`config.mk`:
```
export PLATFORM = sky130hd
export DESIGN_NAME = pipe_stall_ctrl
export DESIGN_NICKNAME = d
export VERILOG_FILES = /design/src/rtl/pipe_ctrl_pkg.sv /design/src/rtl/sat_counter.sv /design/src/rtl/pipe_stall_ctrl.sv
export SDC_FILE = /design/constraint.sdc
export NUM_CORES = 1
export LEC_CHECK = 0
export ABC_AREA = 1
export CAP_MARGIN = 20
export CELL_PAD_IN_SITES_DETAIL_PLACEMENT = 1
export CELL_PAD_IN_SITES_GLOBAL_PLACEMENT = 2
export CORE_AREA = 4 4 128 130
export DETAILED_ROUTE_END_ITERATION = 10
export DIE_AREA = 0 0 132 134
export PLACE_DENSITY_LB_ADDON = 0.1
export SYNTH_ARGS = -nofsm -noshare
export SYNTH_HDL_FRONTEND = slang
export SYNTH_SLANG_ARGS = --single-unit
```
`constraint.sdc`:
```
create_clock -name clk -period 2 [get_ports clk]
set_input_delay 0.3 -clock clk [delete_from_list [all_inputs] [get_ports clk]]
set_output_delay 0.3 -clock clk [all_outputs]
set_load 0.005 [all_outputs]
```
`src/rtl/pipe_ctrl_pkg.sv`:
```
// Shared encodings for the pipeline stall/flush controller: stall vectors,
// controller states, stall-bit positions and the default exception vector.
package pipe_ctrl_pkg;

   localparam logic [5:0] STALL_NONE = 6'b000000;
   localparam logic [5:0] STALL_ID   = 6'b000111;
   localparam logic [5:0] STALL_EX   = 6'b001111;
   localparam logic [5:0] STALL_MEM  = 6'b011111;

   localparam int STALL_PC  = 0;
   localparam int STALL_IF  = 1;
   localparam int STALL_IDX = 2;
   localparam int STALL_EXX = 3;
   localparam int STALL_MM  = 4;
   localparam int STALL_WB  = 5;

   localparam logic [31:0] EXC_VEC_DEFAULT = 32'hBFC00380;

   typedef enum logic [1:0] {
      RUN     = 2'd0,
      MEMWAIT = 2'd1,
      ABORT   = 2'd2
   } ctrl_state_t;

endpackage

```
`src/rtl/sat_counter.sv`:
```
// Saturating up-counter with synchronous clear (clear beats increment)
// and synchronous active-low reset.
module sat_counter #(
   parameter int W = 32
) (
   input  logic         clk,
   input  logic         rst_n,
   input  logic         i_clr,
   input  logic         i_inc,
   output logic [W-1:0] o_cnt,
   output logic         o_sat
);

   logic [W-1:0] r_cnt;

   assign o_sat = &r_cnt;
   assign o_cnt = r_cnt;

   always_ff @(posedge clk) begin
      if (!rst_n) begin
         r_cnt <= '0;
      end else if (i_clr) begin
         r_cnt <= '0;
      end else if (i_inc && !o_sat) begin
         r_cnt <= r_cnt + 1'b1;
      end
   end

endmodule

```
`src/rtl/pipe_stall_ctrl.sv`:
```
// Central stall/flush controller: merges ID/EX/MEM stall requests, raises
// exception flushes, aborts over-long MEM waits and counts stalled cycles.
module pipe_stall_ctrl
   import pipe_ctrl_pkg::*;
#(
   parameter int          TIMEOUT = 255,
   parameter int          CNT_W   = 32,
   parameter logic [31:0] EXC_VEC = EXC_VEC_DEFAULT
) (
   input  logic             clk,
   input  logic             rst_n,
   input  logic             stallreq_id,
   input  logic             stallreq_ex,
   input  logic             stallreq_mem,
   input  logic             exc_req,
   input  logic [31:0]      exc_pc,
   input  logic             stall_cnt_clr,
   output logic [5:0]       stall,
   output logic             flush,
   output logic [31:0]      new_pc,
   output logic             timeout_exc,
   output logic [CNT_W-1:0] stall_cnt
);

   localparam int WC_W = $clog2(TIMEOUT + 1);

   ctrl_state_t r_state;
   ctrl_state_t w_state_nxt;
   logic [WC_W-1:0] r_wait_cnt;
   logic [WC_W-1:0] w_wait_nxt;

   logic        w_mem_eff;
   logic        w_timeout;
   logic [5:0]  w_stall;
   logic        w_flush;
   logic [31:0] w_new_pc;
   logic        w_tout;
   logic [CNT_W-1:0] w_cnt;
   logic        w_cnt_sat;

   // Once a wait has been aborted the bus request is ignored until it drops.
   assign w_mem_eff = stallreq_mem && (r_state != ABORT);
   assign w_timeout = w_mem_eff && (r_wait_cnt == WC_W'(TIMEOUT));

   always_comb begin
      w_stall     = STALL_NONE;
      w_flush     = 1'b0;
      w_new_pc    = 32'h0;
      w_tout      = 1'b0;
      w_state_nxt = r_state;
      w_wait_nxt  = r_wait_cnt;
      if (w_timeout) begin
         w_flush     = 1'b1;
         w_new_pc    = EXC_VEC;
         w_tout      = 1'b1;
         w_state_nxt = ABORT;
         w_wait_nxt  = '0;
      end else if (exc_req) begin
         w_flush     = 1'b1;
         w_new_pc    = exc_pc;
         w_wait_nxt  = '0;
         w_state_nxt = stallreq_mem ? ABORT : RUN;
      end else if (w_mem_eff) begin
         w_stall     = STALL_MEM;
         w_wait_nxt  = r_wait_cnt + 1'b1;
         w_state_nxt = MEMWAIT;
      end else begin
         w_wait_nxt = '0;
         if (r_state == ABORT) begin
            w_state_nxt = stallreq_mem ? ABORT : RUN;
         end else begin
            w_state_nxt = RUN;
         end
         if (stallreq_ex) begin
            w_stall = STALL_EX;
         end else if (stallreq_id) begin
            w_stall = STALL_ID;
         end
      end
   end

   always_ff @(posedge clk) begin
      if (!rst_n) begin
         r_state    <= RUN;
         r_wait_cnt <= '0;
      end else begin
         r_state    <= w_state_nxt;
         r_wait_cnt <= w_wait_nxt;
      end
   end

   // Reset masks every output, including requests arriving during reset.
   assign stall       = rst_n ? w_stall  : STALL_NONE;
   assign flush       = rst_n & w_flush;
   assign new_pc      = rst_n ? w_new_pc : 32'h0;
   assign timeout_exc = rst_n & w_tout;
   assign stall_cnt   = rst_n ? w_cnt    : '0;

   sat_counter #(
      .W(CNT_W)
   ) u_stall_cnt (
      .clk   (clk),
      .rst_n (rst_n),
      .i_clr (stall_cnt_clr),
      .i_inc ((stall != STALL_NONE) && !w_cnt_sat),
      .o_cnt (w_cnt),
      .o_sat (w_cnt_sat)
   );

endmodule

```
==> flow_summary.ini <==
[cts]
cts_hold_buffers = 0
cts-root-buf = clkbuf_16
cts.htree.levels = 2
numCtsBuffers = 5
clkSlewWorstSetupHoldPaths_ns = 0.06
cts_tree = yes
clk_latency_ns = 0.30
cts_sinks = 42
clk_path_buf_depth = 2

[drt]
first_iter_violations = 122
firstDrtPassIters = 4
routed_via_density = 4.38
num_vias = 4149
drc = 0
ant_nets = 0
wirelength_um = 14100
wl_per_cell_um = 14.9

[floorplanning]
start_util_pct = 21.9
fp.dieH_um = 134
ioPinCount = 111
rows = 45
dieArea_sq_um = 17700
die_w_um = 132
design.core.area_sq_um = 15100

[critical_path]
critPathTopFamily = buffers and inverters
critPathCaptureType = output port
timing.critical_path.buf_inv = 4
cpPeakStageDelay_ns = 0.33
cp.required_ns = 1.70
cp_max_fo = 5
crit_chain = ha_4, nand2_4, nor2_4, nand3_4, buf_6, nand3_4, buf_12, buf_16, nor2_4, buf_2
cp.arrival_ns = 1.77
slowest_stage = dfxtp_2
start_kind = flop
crit_type = reg2out

[synthesis]
synth_edf_count = 0
yosys.area.top_type = dfxtp_1
synth.area.top_cells = dfxtp_1, nand2_1, inv_1, nor2_1, nand3_1
synth.cell_area_sq_um = 3320
yosysUniqueCellTypes = 32
synth_top_area_share_pct = 25.3
ys_ff_latch = 42
synth_fp_nets = 635
yosys_most_used_dff = dfxtp_1
ys_seq_area_share_pct = 25.3
avgSynthCellArea_sq_um = 5.59
synthArstFlopShare_pct = 0
syn_inst = 594
yosysWarnings = 0

[place]
dp_hpwl_um = 10700
portBuffers = 109
dp.cells = 920
dpl_cell_area_sq_um = 4960
routabilityCongestion = 0.766

[pwr]
ir_drop_mv = 0.277
power.leakage_nw = 2.46
powerDensity_nw_per_um2 = 406
power.total_mw = 2.26

[timing]
setup_viol = 29
rsz0062_at_grt = true
fin_ws_ns = -0.0707
finalWorstPathRequiredPeriod_ns = 2.07
clock_skew_ns = 0.00963
slew_viol_final = 0
final_hold_viol_count = 0
relSlewSlack_pct = 49.7
min_period_over_period_pct = 104
max_clock_freq_ghz = 0.483
tightest_slew_ns = 0.754

[run_status]
status = finished, violations left
violations = negative setup slack

[final_layout]
area_growth_pct = 67.3
diodes = 0
instances_no_fill = 947
drive_gt1_share_pct = 26.6
nNetsFinal = 800
most-common-layout-cells = nand2_1, inv_1, nor2_1, clkdlybuf4s50_1, buf_4
postLayoutCoreUtil_pct = 36.7
stdcell_area_sq_um = 5550
final_common_cell = nand2_1

[run]
drv_cap = 0

[hold_path]
hold_path.class = in2reg

[global_route]
grt_max_degree = 30
overflow = 0
grt_pass1_wl_um = 22800
grt_pass1_vias = 4557
antenna_found_initial = 0
track_usage_pct = 15.9
-- sequential cells by signal, summed over array words and instances, names as in the netlist --
signal / flops
u_stall_cnt.o_cnt: 32
r_wait_cnt: 8
r_state: 2
-- cells in the mapped netlist (all sizes together) (4+ instances only) --
cell type	count
a21oi	45
buf	16
clkbuf	7
dfxtp	42
inv	93
nand2	225
nand3	42
nand4	4
nor2	97
o21ai	5
xnor2	5
xor2	4
-- where the power goes --
group / leakage (nW) / internal [mW] / switching (mW)
clock: 0.0829 / 0.619 / 0.394
sequential: 0.340 / 0.840 / 0.00326
combinational: 2.04 / 0.210 / 0.189
total: 2.46 / 1.67 / 0.587
-- logic make-up after synthesis --
family | count (synthesis) | synth area share, %
xor+xnor | 9 | 2.38
simple gates | 372 | 47.4
buf+inv | 117 | 14.5
compound gates | 51 | 9.46
flops | 42 | 25.3
fa+ha+maj | 2 | 0.754
other cells | 1 | 0.113
-- stage by stage --
stage,hold WS (ns),setup slack [ns],TNS [ns]
final,0.328,-0.0707,-1.22
after global routing,0.345,-0.160,-4.13
after CTS,0.500,-0.198,-5.67
after detailed placement,0.491,-0.413,-19.41
after global placement,0.475,-0.368,-17.01
after floorplan,0.418,0.249,0
-- worst reg2reg max path: stages (launching register included) --
cell,delay [ns]
dfxtp_2,0.35
ha_4,0.15
nand2_4,0.05
nor2_4,0.12
nand3_4,0.11
buf_4,0.15
nand2_2,0.06
nor2_4,0.05
buf_4,0.15
buf_4,0.16
nand2_8,0.11
clkbuf_16,0.19
nand2_2,0.06
a21oi_2,0.12
-- metal layers --
layer,vias up,GRT usage [%],routed length (um)
li1,2120,-,-
met1,1925,18.8,6230
met2,94,28.5,6940
met3,10,5.29,861
met4,0,2.22,102
met5,-,0,0
-- final timing paths --
check | start | endpoint | slack (ns) | cells past startpoint
setup / recovery | r_wait_cnt[1] | new_pc[4] | -0.07 | 10
hold / removal | stallreq_mem | r_state[1] | 0.33 | 3
setup reg to reg | r_wait_cnt[1] | u_stall_cnt.o_cnt[18] | 0.10 | 13
hold reg to reg | r_wait_cnt[5] | r_wait_cnt[5] | 0.50 | 2
-- layout make-up --
| class | instances | area [sq um] |
|---|---|---|
| sequential | 42 | 843 |
| tap | 188 | 235 |
| inverter | 94 | 353 |
| fill | 1959 | 9590 |
| timing repair buffer | 181 | 1680 |
| clock buffer | 6 | 139 |
| clock inverter | 1 | 30.0 |
| multi-input combinational | 435 | 2270 |
-- timing repair --
action | 4_1_cts | 5_1_grt
setup endpoints to repair | 71 | 84
resized for setup | 210 | 28
gates cloned | 4 | 2
pin swaps | 4 | 5
buffers inserted | 11 | 5
(Power assumes the default switching activity.)
